<file path="config.mk">
export PLATFORM = sky130hd
export DESIGN_NAME = spi_dac_tx
export DESIGN_NICKNAME = d
export VERILOG_FILES = /design/src/rtl/spi_dac_pkg.sv /design/src/rtl/spi_dac_tx_tick_gen.sv /design/src/rtl/spi_dac_tx.sv
export SDC_FILE = /design/constraint.sdc
export NUM_CORES = 1
export LEC_CHECK = 0
export ABC_AREA = 1
export CORE_MARGIN = 5
export CORE_UTILIZATION = 54
export DETAILED_ROUTE_END_ITERATION = 8
export GPL_ROUTABILITY_DRIVEN = 0
export PLACE_DENSITY = 0.88
export SLEW_MARGIN = 30
export SYNTH_ARGS = -nofsm -noshare
export SYNTH_HDL_FRONTEND = slang
export SYNTH_SLANG_ARGS = --single-unit
</file>
<file path="constraint.sdc">
create_clock -name clk -period 1.6 [get_ports clk]
set_input_delay 0.24 -clock clk [delete_from_list [all_inputs] [get_ports clk]]
set_output_delay 0.24 -clock clk [all_outputs]
set_load 0.05 [all_outputs]
</file>
<file path="src/rtl/spi_dac_pkg.sv">
// ----------------------------------------------------------------------------
// spi_dac_pkg
// Shared definitions for the MCP4921-style SPI DAC transmitter:
//   - FRAME_W     : width of one SPI write frame (config nibble + 12-bit data)
//   - CFG_*       : individual config bits of frame[15:12]
//   - CFG_DEFAULT : channel A, unbuffered, 1x gain, output active
//   - state_e     : transmitter sequencer states
// ----------------------------------------------------------------------------
package spi_dac_pkg;

  localparam int FRAME_W = 16;

  localparam logic CFG_AB_A   = 1'b0;  // 0 selects DAC channel A
  localparam logic CFG_BUF    = 1'b0;  // Vref input unbuffered
  localparam logic CFG_GA_1X  = 1'b1;  // 1 selects 1x output gain
  localparam logic CFG_SHDN_N = 1'b1;  // 1 keeps the output active

  localparam logic [3:0] CFG_DEFAULT = {CFG_AB_A, CFG_BUF, CFG_GA_1X, CFG_SHDN_N};

  typedef enum logic [2:0] {
    IDLE  = 3'd0,
    SETUP = 3'd1,
    SHIFT = 3'd2,
    CS_HI = 3'd3,
    LDAC  = 3'd4
  } state_e;

endpackage

</file>
<file path="src/rtl/spi_dac_tx_tick_gen.sv">
// ----------------------------------------------------------------------------
// tick_gen
// Free-running modulo-DIV counter producing a one-cycle tick when the count
// reaches DIV-1. A synchronous clear holds the count at zero, so the first
// tick after clear is released arrives exactly DIV cycles later.
// Ports:
//   clk    : clock
//   resetn : asynchronous active-low reset
//   clr    : synchronous clear (count forced to 0, tick suppressed)
//   tick   : high for one cycle every DIV cycles while clr is low
// ----------------------------------------------------------------------------
module tick_gen #(
  parameter int DIV = 4
) (
  input  logic clk,
  input  logic resetn,
  input  logic clr,
  output logic tick
);

  // Keep at least one counter bit so DIV=1 still elaborates cleanly.
  localparam int CW = (DIV > 1) ? $clog2(DIV) : 1;

  logic [CW-1:0] cnt_q, cnt_d;

  assign tick = !clr && (cnt_q == CW'(DIV - 1));

  always_comb begin
    cnt_d = cnt_q + CW'(1);
    if (clr || tick) begin
      cnt_d = '0;
    end
  end

  always_ff @(posedge clk or negedge resetn) begin
    if (!resetn) begin
      cnt_q <= '0;
    end else begin
      cnt_q <= cnt_d;
    end
  end

endmodule

</file>
<file path="src/rtl/spi_dac_tx.sv">
// ----------------------------------------------------------------------------
// spi_dac_tx
// Serial transmitter for a 12-bit MCP4921-style SPI DAC. Accepts one sample
// per valid/ready handshake, sends {CONFIG_BITS, sample} MSB-first with SCLK
// idle low (DAC samples on the rising edge), raises CS, then pulses LDAC low
// for one divider period to latch the new value.
// Ports:
//   clk      : system (pixel) clock
//   resetn   : asynchronous active-low reset; abandons any frame at once
//   in_data  : sample to send, captured only on handshake
//   in_valid : sample available
//   in_ready : idle and able to accept (low while in reset)
//   busy     : frame in progress
//   dac_clk  : SPI SCLK, idle low
//   dac_cs   : chip select, active low
//   dac_sdi  : serial data, MSB first
//   dac_ldac : DAC latch strobe, active low
// All outputs come straight from flops.
// ----------------------------------------------------------------------------
module spi_dac_tx
  import spi_dac_pkg::*;
#(
  parameter int         SAMPLE_WIDTH = 12,
  parameter int         CLK_DIV      = 4,
  parameter logic [3:0] CONFIG_BITS  = CFG_DEFAULT
) (
  input  logic                    clk,
  input  logic                    resetn,
  input  logic [SAMPLE_WIDTH-1:0] in_data,
  input  logic                    in_valid,
  output logic                    in_ready,
  output logic                    busy,
  output logic                    dac_clk,
  output logic                    dac_cs,
  output logic                    dac_sdi,
  output logic                    dac_ldac
);

  state_e               state_q, state_d;
  logic [FRAME_W-1:0]   frame_q, frame_d;
  logic [3:0]           bitcnt_q, bitcnt_d;
  logic                 sclk_q, sclk_d;
  logic                 cs_q, cs_d;
  logic                 sdi_q, sdi_d;
  logic                 ldac_q, ldac_d;
  logic                 rdy_q, rdy_d;
  logic                 busy_q, busy_d;

  logic                 tick;
  logic                 accept;

  // Holding the divider clear in IDLE restarts it on accept. Every other
  // state change happens on a tick, where the counter wraps to zero anyway,
  // so each phase always starts from a fresh count.
  tick_gen #(
    .DIV (CLK_DIV)
  ) u_tick (
    .clk    (clk),
    .resetn (resetn),
    .clr    (state_q == IDLE),
    .tick   (tick)
  );

  assign accept = in_valid && rdy_q && (state_q == IDLE);

  always_comb begin
    state_d  = state_q;
    frame_d  = frame_q;
    bitcnt_d = bitcnt_q;
    sclk_d   = sclk_q;
    cs_d     = cs_q;
    sdi_d    = sdi_q;
    ldac_d   = ldac_q;
    rdy_d    = rdy_q;
    busy_d   = busy_q;

    unique case (state_q)
      IDLE: begin
        rdy_d  = 1'b1;
        busy_d = 1'b0;
        sclk_d = 1'b0;
        cs_d   = 1'b1;
        sdi_d  = 1'b0;
        ldac_d = 1'b1;
        if (accept) begin
          frame_d  = {CONFIG_BITS, in_data};
          bitcnt_d = '0;
          state_d  = SETUP;
          rdy_d    = 1'b0;
          busy_d   = 1'b1;
          cs_d     = 1'b0;
          sdi_d    = CONFIG_BITS[3];
        end
      end

      SETUP: begin
        sdi_d = frame_q[FRAME_W-1];
        if (tick) begin
          state_d = SHIFT;
        end
      end

      SHIFT: begin
        if (tick) begin
          sclk_d = !sclk_q;
          // Data only moves on the falling edge, a full half-period away
          // from the rising edge the DAC samples on.
          if (sclk_q) begin
            frame_d  = {frame_q[FRAME_W-2:0], 1'b0};
            sdi_d    = frame_q[FRAME_W-2];
            bitcnt_d = bitcnt_q + 4'd1;
            if (bitcnt_q == 4'd15) begin
              state_d = CS_HI;
              cs_d    = 1'b1;
              sdi_d   = 1'b0;
            end
          end
        end
      end

      CS_HI: begin
        if (tick) begin
          state_d = LDAC;
          ldac_d  = 1'b0;
        end
      end

      LDAC: begin
        if (tick) begin
          state_d = IDLE;
          ldac_d  = 1'b1;
          rdy_d   = 1'b1;
          busy_d  = 1'b0;
        end
      end

      default: begin
        state_d = IDLE;
        sclk_d  = 1'b0;
        cs_d    = 1'b1;
        sdi_d   = 1'b0;
        ldac_d  = 1'b1;
        rdy_d   = 1'b0;
        busy_d  = 1'b0;
      end
    endcase
  end

  always_ff @(posedge clk or negedge resetn) begin
    if (!resetn) begin
      state_q  <= IDLE;
      frame_q  <= '0;
      bitcnt_q <= '0;
      sclk_q   <= 1'b0;
      cs_q     <= 1'b1;
      sdi_q    <= 1'b0;
      ldac_q   <= 1'b1;
      rdy_q    <= 1'b0;
      busy_q   <= 1'b0;
    end else begin
      state_q  <= state_d;
      frame_q  <= frame_d;
      bitcnt_q <= bitcnt_d;
      sclk_q   <= sclk_d;
      cs_q     <= cs_d;
      sdi_q    <= sdi_d;
      ldac_q   <= ldac_d;
      rdy_q    <= rdy_d;
      busy_q   <= busy_d;
    end
  end

  assign in_ready = rdy_q;
  assign busy     = busy_q;
  assign dac_clk  = sclk_q;
  assign dac_cs   = cs_q;
  assign dac_sdi  = sdi_q;
  assign dac_ldac = ldac_q;

endmodule
</file>
Word-level counts from Yosys, hierarchy flattened
Cells that the tools add are included.
Storage, ports and cells
  register bits: 31
  bits in latches: 0
  bits in writable memories: 0
  bits in read-only memories: 0
  input port bits: 15
  output and inout bits: 6
  memories: 0
Operators by class
  add/sub/neg operators: 2
  multiply operators: 0
  div/mod/pow operators: 0
  $lt $le $gt $ge: 0
  eq/ne operators: 13
  shift-type cells: 0
  mux-type cells: 34
  bitwise operators: 4
  reduce and logical (&&, ||, !) cells: 19
Operator list (number)
  2-to-1 mux 16 bit: 3
  one-hot mux 16 bit (2 select lines): 1
  2-to-1 mux 3 bit: 7
  one-hot mux 1 bit (3 select lines): 5
  one-hot mux 3 bit (5 select lines): 1
  2-to-1 mux 4 bit: 3
  2-to-1 mux 1 bit: 11
  inequality test 2 x 1 -> 1 bit (second input constant): 4
  one-hot mux 4 bit (2 select lines): 1
  AND reduction 4 bit: 2
  AND reduction 7 bit: 1
  == test 3 x 2 -> 1 bit (second input constant): 2
  inequality test 2 bit (second input constant): 3
  AND reduction 3 bit: 2
  OR reduction 3 bit: 2
  adder 4 x 1 -> 4 bit (second input constant): 1
  == test 4 bit (second input constant): 1
  inverter 1 bit: 4
  AND reduction 2 bit: 2
  OR reduction 2 bit: 2
  == test 3 x 1 -> 1 bit (second input constant): 1
  == test 3 bit (second input constant): 1
  logical AND 1 bit: 3
  zero test 3 bit: 1
  7 further kinds: 8

Logic depth before layout (Yosys ltp)
Gate-level depths: netlist of the first run.
  depth in word-level cells: 5
  depth in mapped cells: 9

Cells and area by module
A second synthesis of the first run with hierarchy kept.
Second synthesis, totals
  cell total of the unflattened synthesis: 208
  area total of the unflattened synthesis: 1735.4 um2
Modules (own cells, without submodules)
  spi_dac_tx: instances 1, cells each 198, area an instance 1646.6 um2, seq. area each 728.2 um2
  tick_gen: instances 1, cells each 10, area an instance 88.8 um2, seq. area each 50.0 um2

Worst setup path after synthesis of the first run
Ideal clock, no wire load.
  path kind: flip-flop to flip-flop
  start point: reg rdy_q, in the netlist in_ready
  end point: reg bitcnt_q[2]
  setup time: 64 ps
  arrival time: 1423 ps
  data required time: 1536 ps
  setup slack: 113 ps
  cell stages (with the launch flop): 8
  path buffers: 1
  period minus slack after synthesis: 1487 ps
  path through: dfrtp_1 > nand2_1 > nand3_2 > nand2_2 > nor2_4 > buf_12 > nand2_2 > nand2_2
On the way
  cells in the longest elaborated chain, start to end: 4
RTL lines
  start: declaration: line spi_dac_tx.sv:46  | logic rdy_q, rdy_d;
  start signal: assignment: line spi_dac_tx.sv:168  | rdy_q <= rdy_d;
  logical AND 1 bit (2 in a row): line spi_dac_tx.sv:64  | assign accept = in_valid && rdy_q && (state_q == IDLE);
  inequality test 2 bit (no source line)
  AND reduction 4 bit (no source line)
  end signal: assignment: line spi_dac_tx.sv:163  | bitcnt_q <= bitcnt_d;
  end: declaration: line spi_dac_tx.sv:41  | logic [3:0] bitcnt_q, bitcnt_d;
No other way between the ends.
A chain may end at the register's enable or synchronous reset.

Worst setup path after layout of the first run
  start point: reg state_q[0]
  end point: reg frame_q[13]
On the way
  cells in the longest elaborated chain, start to end: 5
RTL lines
  start: declaration: line spi_dac_tx.sv:39  | state_e state_q, state_d;
  start signal: assignment: line spi_dac_tx.sv:161  | state_q <= state_d;
  zero test 3 bit: line spi_dac_tx.sv:60, spi_dac_tx.sv:64, spi_dac_tx.sv:77
  zero test 1 bit: line spi_dac_tx_tick_gen.sv:26  | assign tick = !clr && (cnt_q == CW'(DIV - 1));
  logical AND 1 bit: line spi_dac_tx_tick_gen.sv:26
  inequality test 2 x 1 -> 1 bit (no source line)
  AND reduction 4 bit (no source line)
  end signal: assignment: line spi_dac_tx.sv:162  | frame_q <= frame_d;
  end: declaration: line spi_dac_tx.sv:40  | logic [FRAME_W-1:0] frame_q, frame_d;
Parallel ways exist; a longest one is shown, timed or not.

==> impl.org, run 1 <==
** Outcome
- The flow ran to the end, and the final reports show no timing, DRC or antenna violations.

** Logic synthesis
- Number of distinct library cells after synthesis :: 24
- Syn. warnings :: 0
- Synthesized flop and latch total :: 31
- Synthesis produced a netlist whose cell count is 220.
- Averaged over all synthesized cells, the footprint is approximately 7.6 sq um.
- For this run, the register share of the synthesized area comes to approximately 47%.
- Summing every instance area after synthesis gives about 1700 sq um.
- Counting every net in the synthesized netlist gives 237.

** Flow run
- Max Cap Violations :: 0

** Floorplanning
- Area of the die :: between 4000 and 5000 sq um
- For this design the top-level I/O count stands at 21.
- Area of the placeable core :: about 3000 sq um
- The die is between 60 and 70 microns wide.
- Site row count :: 20
- The die is about 66 microns tall.
- Initial core utilization :: roughly 56%

** STA
- Setup violations remaining at the end of the flow were counted as 0.
- Final clock period utilization by the worst path :: between 90% and 100%
- For the final database, setup skew stands at between 0.008 and 0.009 ns.
- For this run, the top clock speed supported by timing is ~0.67 GHz.
- The count of final max-slew check failures came to 0.
- Headroom to the max-slew limit :: between 70% and 80%
- Setup total negative slack on the finished layout was measured at 0 ns.
- The number of hold violations in the final report is 0.
- Worst Tran Pin Value :: 0.392 ns
- Setup repair after global routing missed its margin :: false
- Final Hold Slack :: 0.282 ns
- Counting I/O delays and the setup requirement, the final critical path takes 1.48 ns.

** Worst setup path
- Critical path type :: reg2reg
- The worst register-to-register path ends at frame_q[13].
- STA classifies the critical path startpoint as a register.
- At the worst endpoint, the arrival time is approximately 1.7 ns.
- Cell count of the worst reg-to-reg path :: 6
- Kind of end point of the critical path :: register
- For the worst setup path, the data required time is between 1.5 and 2 ns.
- The worst register-to-register path begins at state_q[0].
- In this run the worst path has a maximum fanout of 19.
- For flop-to-flop paths, the worst setup slack is ~0.12 ns.

** Route
- Initial DRT Pass Iterations :: 5
- Post-DRT Antenna Nets :: 0
- The detailed router placed ~1500 vias in this run.
- Dividing the detail-routed via count by the number of cells gives 5.18.
- Per-cell routed wire length :: 11.9 microns
- The detailed router finished its first iteration with between 80 and 90 violations.
- After detailed routing, the total wire length is 3.37 mm.
- Post-route DRC violation count :: 0

** Global routing
- The via count of the first global-routing pass came to about 1300.
- Total track usage :: 17.4%
- First-pass GRT wire length :: about 5.6 mm
- Entering global routing, the biggest net connects 32 pins.
- The number of antenna violations at the first check in global routing came to 0.
- Global routing finished with a remaining overflow of 0.

** CTS
- CTS root buffer :: sky130_fd_sc_hd__clkbuf_4
- Number of clock buffers inserted by TritonCTS :: 5
- Clock slew at the register clock pins of the worst setup and hold paths :: around 0.1 ns
- Buffer depth of the longest clock path :: 2
- The clock reaches the later pin of the worst-skew pair after 0.34 ns.
- Resize count post-CTS :: 0
- The H-tree generated during clock tree synthesis spans 2 levels.
- Clock tree from TritonCTS :: built
- Counting every sink on the clock net gives 31.

** Pwr
- Leakage power figure :: 1.09 nW
- Across the VDD grid, the largest voltage drop is 0.000945 V.
- Power density normalized to cell area :: between 1500 and 2000 nW/um^2

** Placement
- Final HPWL from detailed placement :: between 2 and 2.5 mm
- Buffers placed on the I/O ports in this run total 20.

** Layout
- Top library cells by usage in the layout, fill and taps aside :: 107 x sky130_fd_sc_hd__nand2_1, 29 x sky130_fd_sc_hd__dfrtp_1, 16 x sky130_fd_sc_hd__nand2_2
- Area growth from synthesis to layout :: 21.0%
- Summing all multi-input logic gate instances after layout gives just under 800 sq um.
- Layout cell share with drive strength beyond 1 :: 20.7%
- Antenna Cells :: 0
- Filler Cells Inserted :: about 260
- Most common cell after layout, fill and taps aside :: sky130_fd_sc_hd__nand2_1
- Storage element area :: approximately 780 sq um
- At the end of the flow, the number of nets in the layout was approximately 270.

** Hold path
- The path class of the tightest hold or removal check is in2async.
## cells by family (layout without fill, tap and decap cells)
kind of cell,Yosys count,in the layout,share of synthesized area (%)
buffers and inverters,19,50,6.44
adders and majority gates,2,2,1.50
DFF,31,31,46.6
AOI/OAI and AO/OA,10,10,3.45
and+or+nand+nor,158,158,42.0
## per-stage QoR
step / area, sq um / cells / power (W) / utilization (%) / setup slack [ns]
after floorplan: 1670 / 220 / 0.00282 / - / 0.113
after global placement: 1950 / 274 / 0.00338 / 65.0 / 0.152
after detailed placement: 1950 / 274 / 0.00345 / 65.0 / 0.104
after CTS: 2010 / 282 / 0.00389 / 66.8 / 0.0963
after global routing: 2020 / 284 / 0.00421 / 67.3 / 0.00912
final: 2020 / 284 / 0.00390 / 67.3 / 0.116
## final cells by class
cell class	count	area share [%]
Inverter	13	2.41
Timing Repair Buffer	29	15.6
Multi-Input combinational cell	170	38.8
Tap cell	33	2.04
Sequential cell	31	38.5
Clock buffer	5	1.86
Clock inverter	3	0.743
## cells in the mapped netlist
cell type                   n  share of area (%)
sky130_fd_sc_hd__nor2_4     2                1.3
sky130_fd_sc_hd__nor2_1     9                2.0
sky130_fd_sc_hd__nand4_1    4                1.5
sky130_fd_sc_hd__ha_1       2                1.5
sky130_fd_sc_hd__buf_6      1               0.67
sky130_fd_sc_hd__nand2_2   16                6.0
sky130_fd_sc_hd__o21ai_0    6                1.8
sky130_fd_sc_hd__nand3_2    1               0.60
sky130_fd_sc_hd__inv_1     11                2.5
sky130_fd_sc_hd__a21oi_2    1               0.52
sky130_fd_sc_hd__dfrtp_1   29                 43
sky130_fd_sc_hd__dfstp_2    2                3.1
sky130_fd_sc_hd__o21ai_2    1               0.52
sky130_fd_sc_hd__or2_1      2               0.75
sky130_fd_sc_hd__buf_12     1                1.2
sky130_fd_sc_hd__buf_2      1               0.30
sky130_fd_sc_hd__nor3b_2    1               0.75
sky130_fd_sc_hd__inv_2      2               0.45
sky130_fd_sc_hd__nand2_1  107                 24
sky130_fd_sc_hd__o21ai_1    1               0.30
sky130_fd_sc_hd__buf_4      3                1.3
sky130_fd_sc_hd__nor2_2     3                1.1
sky130_fd_sc_hd__a21oi_1    1               0.30
sky130_fd_sc_hd__nand3_1   13                3.9
## state kept, by name (all words and copies together), names as in the netlist, 2 cells and up
signal,count
bitcnt_q,4
frame_q,16
state_q,3
u_tick.cnt_q,2
## worst max path at each step
stage | startpoint | slack (ns) | endpoint
2_1_floorplan | in_ready | 0.11 | bitcnt_q[2]
3_3_place_gp | in_valid | 0.15 | bitcnt_q[2]
3_5_place_dp | in_valid | 0.10 | frame_q[11]
4_1_cts | state_q[2] | 0.1 | frame_q[11]
5_1_grt | state_q[0] | 0.009 | dac_cs
6_report | state_q[0] | 0.12 | frame_q[13]
## power by group
group	leakage, nW	internal, W	switching, W
Clock	0.0347	0.000163	0.000275
Combinational	0.665	0.000836	0.00127
Sequential	0.390	0.00112	0.000235
## routing by layer
layer | up-vias | track usage, % | share of wire [%]
li1 | 742 | - | -
met1 | 680 | 21.1 | 44
met2 | 39 | 28.2 | 47
met3 | 10 | 4.27 | 5.5
met4 | 0 | 9.84 | 2.8
met5 | - | 0 | 0
## critical path, stage by stage, from the launching register on
cell	delay, ns
sky130_fd_sc_hd__dfrtp_1	0.48
sky130_fd_sc_hd__nor2_2	0.23
sky130_fd_sc_hd__nand2_1	0.11
sky130_fd_sc_hd__buf_4	0.22
sky130_fd_sc_hd__or2_1	0.23
sky130_fd_sc_hd__nand2_2	0.06
sky130_fd_sc_hd__nand2_1	0.05
## what timing repair did
action                     CTS  global route
setup endpoints to repair    0             7
setup buffers                0             2
hold buffers                 0             0
Power figures use the tool's default switching activity.
==> inputs of run 2 (changes only) <==
- REMOVE_ABC_BUFFERS: default -> 1
==> run 2 against run 1 <==
  * Fmax up 0.35%
  * Wire length decreased by 4.6%
  * Sequential power barely moved
  * Flip-flop and latch count is the same
  * Combinational power decreased by 3%
  * Sequential share of layout area rose by 0.086 points
  * Worst hold slack worse by 0.0014 ns
==> impl.org, run 2 (synthesis results as in run 1) <==
** Outcome
- The flow ran to the end, and the final reports show no timing, DRC or antenna violations.

** Global routing
- Total track usage :: 16.6%
- Entering global routing, the biggest net connects 32 pins.
- Remaining Overflow, GRT :: 0
- Antenna violations before repair :: 0
- The via count of the first global-routing pass came to between 1000 and 1500.
- The first global-routing pass estimated around 5.4 mm of wire.

** Placement
- Final HPWL from detailed placement :: about 2.3 mm
- Port bufs :: 20
- After detailed placement, the design holds a cell count of around 270.
- Cell area reported after detailed placement :: 1950 sq um

** Layout
- Registers with the most flip-flops :: frame_q: 16 flops, bitcnt_q: 4 flops, state_q: 3 flops
- Top library cells by usage in the layout, fill and taps aside :: 107 x sky130_fd_sc_hd__nand2_1, 28 x sky130_fd_sc_hd__dfrtp_1, 16 x sky130_fd_sc_hd__nand2_2
- Counting the fill cells in the layout gives 243.
- Antenna Cells :: 0
- Area growth from synthesis to layout :: 20.9%
- Most common cell after layout, fill and taps aside :: sky130_fd_sc_hd__nand2_1
- Layout cell share with drive strength beyond 1 :: ~20%
- Max FFs per register :: 16
- At the end of the flow, the number of nets in the layout was between 200 and 300.
- Most flops, register :: frame_q
- Cells fill a little under 70% of the core in the end.
- Post-Layout Cell Count :: between 200 and 300
- The finished cells cover approximately 2000 sq um.

** CTS
- TritonCTS created 5 clock buffers.
- The tree is rooted in a sky130_fd_sc_hd__clkbuf_4.
- Clock tree from TritonCTS :: built
- The number of hold buffers added after CTS was 0.
- Level count of the clock H-tree :: 2
- Clock latency reported for the late side of the worst-skew pair :: ~0.34 ns
- Clock slew at the register clock pins of the worst setup and hold paths :: about 0.11 ns
- The number of setup buffers added after CTS is 0.
- Counting along the longest clock path gives a buffer depth of 2.
- Number of sinks driven by the clock tree :: 31

** Route
- Post-DRT Antenna Nets :: 0
- Routed signal wires occupy layers up through met4.
- For this run, the detailed router's first-pass iteration total came to 6.
- The final layout contains routed wiring with a total length of around 3.2 mm.
- Overall via count from detail_route :: about 1400
- Dividing the detail-routed via count by the number of cells gives 5.01.
- Dividing the detail-routed wire length by the instance count gives around 11 microns.
- After detailed routing, the number of remaining DRC violations is 0.
- Met3 wire len :: between 200 and 250 microns
- Summed over all nets, wire length on met2 after detailed routing comes to 1.51 mm.
- After the first detailed-routing iteration, the DRC count stood at 63.
- After detailed routing, the wire length on met1 is between 1 and 1.5 mm.

** STA
- Worst clock skew on the final layout :: between 0.015 and 0.02 ns
- Worst Tran Pin Value :: 0.378 ns
- In this run the tightest slew margin relative to its limit is between 70% and 80%.
- Setup repair after global routing left no endpoint under its margin.
- Number of slew-limit violations in the final report :: 0
- Post-layout min period :: between 1 and 1.5 ns
- Hold Fails Final Rpt :: 0
- Of the available clock period, the critical path in the final layout requires between 90% and 100%.
- Fmax :: 0.676 GHz
- Final count of negative-setup-slack endpoints :: 0
- Setup tns final :: 0 ns
- The tightest hold path in the finished design has a slack of between 0.2 and 0.3 ns.

** Worst setup path
- Startpoint of the lowest-slack register-to-register path :: u_tick.cnt_q[0]
- Kind of end point of the critical path :: register
- The setup check on the worst reg-to-reg path leaves a slack of between 0.1 and 0.15 ns.
- The worst setup path is launched from a register.
- Critical path type :: reg2reg
- Required time of the critical path :: between 1.5 and 2 ns
- In this run the critical register-to-register path is captured at frame_q[13].
- Cell count of the worst reg-to-reg path :: 7
- In this run the worst setup path terminates at frame_q[13].
- Data on the critical path arrives at its endpoint at 1.71 ns.
- CP startpoint :: u_tick.cnt_q[0]
- Of all nets on the critical path, the largest fanout is 20.

** Hold path
- The tightest min-delay check is of the in2async type.

** Floorplanning
- The floorplan step defined a die boundary enclosing between 4000 and 5000 sq um.
- Site row count :: 20
- In this run the vertical extent of the chip is 65.6 microns.
- The core region is roughly 3000 sq um.
- Chip width :: between 60 and 70 microns
- 21 I/O pins were placed.
- Once the floorplan was initialized, standard cells occupied 55.6% of the core.

** Pwr
- Power density normalized to cell area :: around 2000 nW/um^2
- Leakage power figure :: about 1.1 nW
- IR analysis of the VDD net gives a maximum drop of about 0.00094 V.

** Flow run
- Max Cap Violations :: 0
-- run 2: cell count changes in the layout (fill, tap and decap cells not counted), sizes merged --
cell      before  now
buf           15   12
clkbuf         5    7
clkinv         3    0
clkinvlp       0    1
-- run 2: cell type report --
type / count / area, sq um / share of cell area, %
multi-input cells: 170 / 785 / 38.8
inverters: 13 / 48.8 / 2.42
flip-flops and latches: 31 / 779 / 38.6
well taps: 33 / 41.3 / 2.04
clock buffers: 7 / 65.1 / 3.22
clock inverters: 1 / 7.51 / 0.372
repair buffers: 26 / 293 / 14.5
-- run 2: how the worst min path moves through the flow --
stage	from	endpoint	slack, ns	cells after the start
final	resetn	frame_q[5]	0.28	2
after global routing	resetn	frame_q[3]	0.31	2
after detailed placement	u_tick.cnt_q[0]	u_tick.cnt_q[0]	0.43	1
after CTS	resetn	frame_q[5]	0.29	2
after global placement	u_tick.cnt_q[0]	u_tick.cnt_q[0]	0.42	1
after floorplan	resetn	bitcnt_q[0]	-0.06	0
-- run 2: per-stage QoR --
stage	setup slack (ns)	power (W)
floorplan	-0.00641	0.00265
global placement	0.147	0.00337
detailed placement	0.122	0.00344
CTS	0.119	0.00397
global route	0.0192	0.00425
finish	0.121	0.00395
-- run 2: repair_timing --
| action | in CTS | in global routing |
|---|---|---|
| endpoints found under the hold margin | 0 | 0 |
| resized for setup | 0 | 1 |
| setup endpoints to repair | 0 | 1 |
-- run 2: metal layers --
| layer | track usage, % | up-vias |
|---|---|---|
| met5 | 0 | - |
| met4 | 5.44 | 0 |
| met3 | 5.64 | 4 |
| met2 | 26.2 | 45 |
| met1 | 21.4 | 624 |
| li1 | - | 735 |
-- run 2: power breakdown --
part	switching, W	total (W)	internal (W)	leakage [nW]
registers	0.000239	0.00136	0.00113	0.389
logic	0.00124	0.00205	0.000811	0.651
clock network	0.000275	0.000532	0.000257	0.0375
total	0.00175	0.00395	0.00219	1.08
-- run 2: worst max-delay path, cell delays in order, from the launching register on --
cell                      delay, ns
sky130_fd_sc_hd__dfrtp_1       0.36
sky130_fd_sc_hd__ha_1          0.24
sky130_fd_sc_hd__inv_1         0.13
sky130_fd_sc_hd__o21ai_2       0.23
sky130_fd_sc_hd__nand2_1       0.12
sky130_fd_sc_hd__buf_12        0.17
sky130_fd_sc_hd__nand2_1       0.07
sky130_fd_sc_hd__nand2_1       0.06
==> inputs of run 3 (changes only) <==
- CAP_MARGIN: default -> 20
- CTS_CLUSTER_DIAMETER: default -> 30
==> results of run 3 <==
The final DEF is identical to that of run 2; final timing and power are the same.
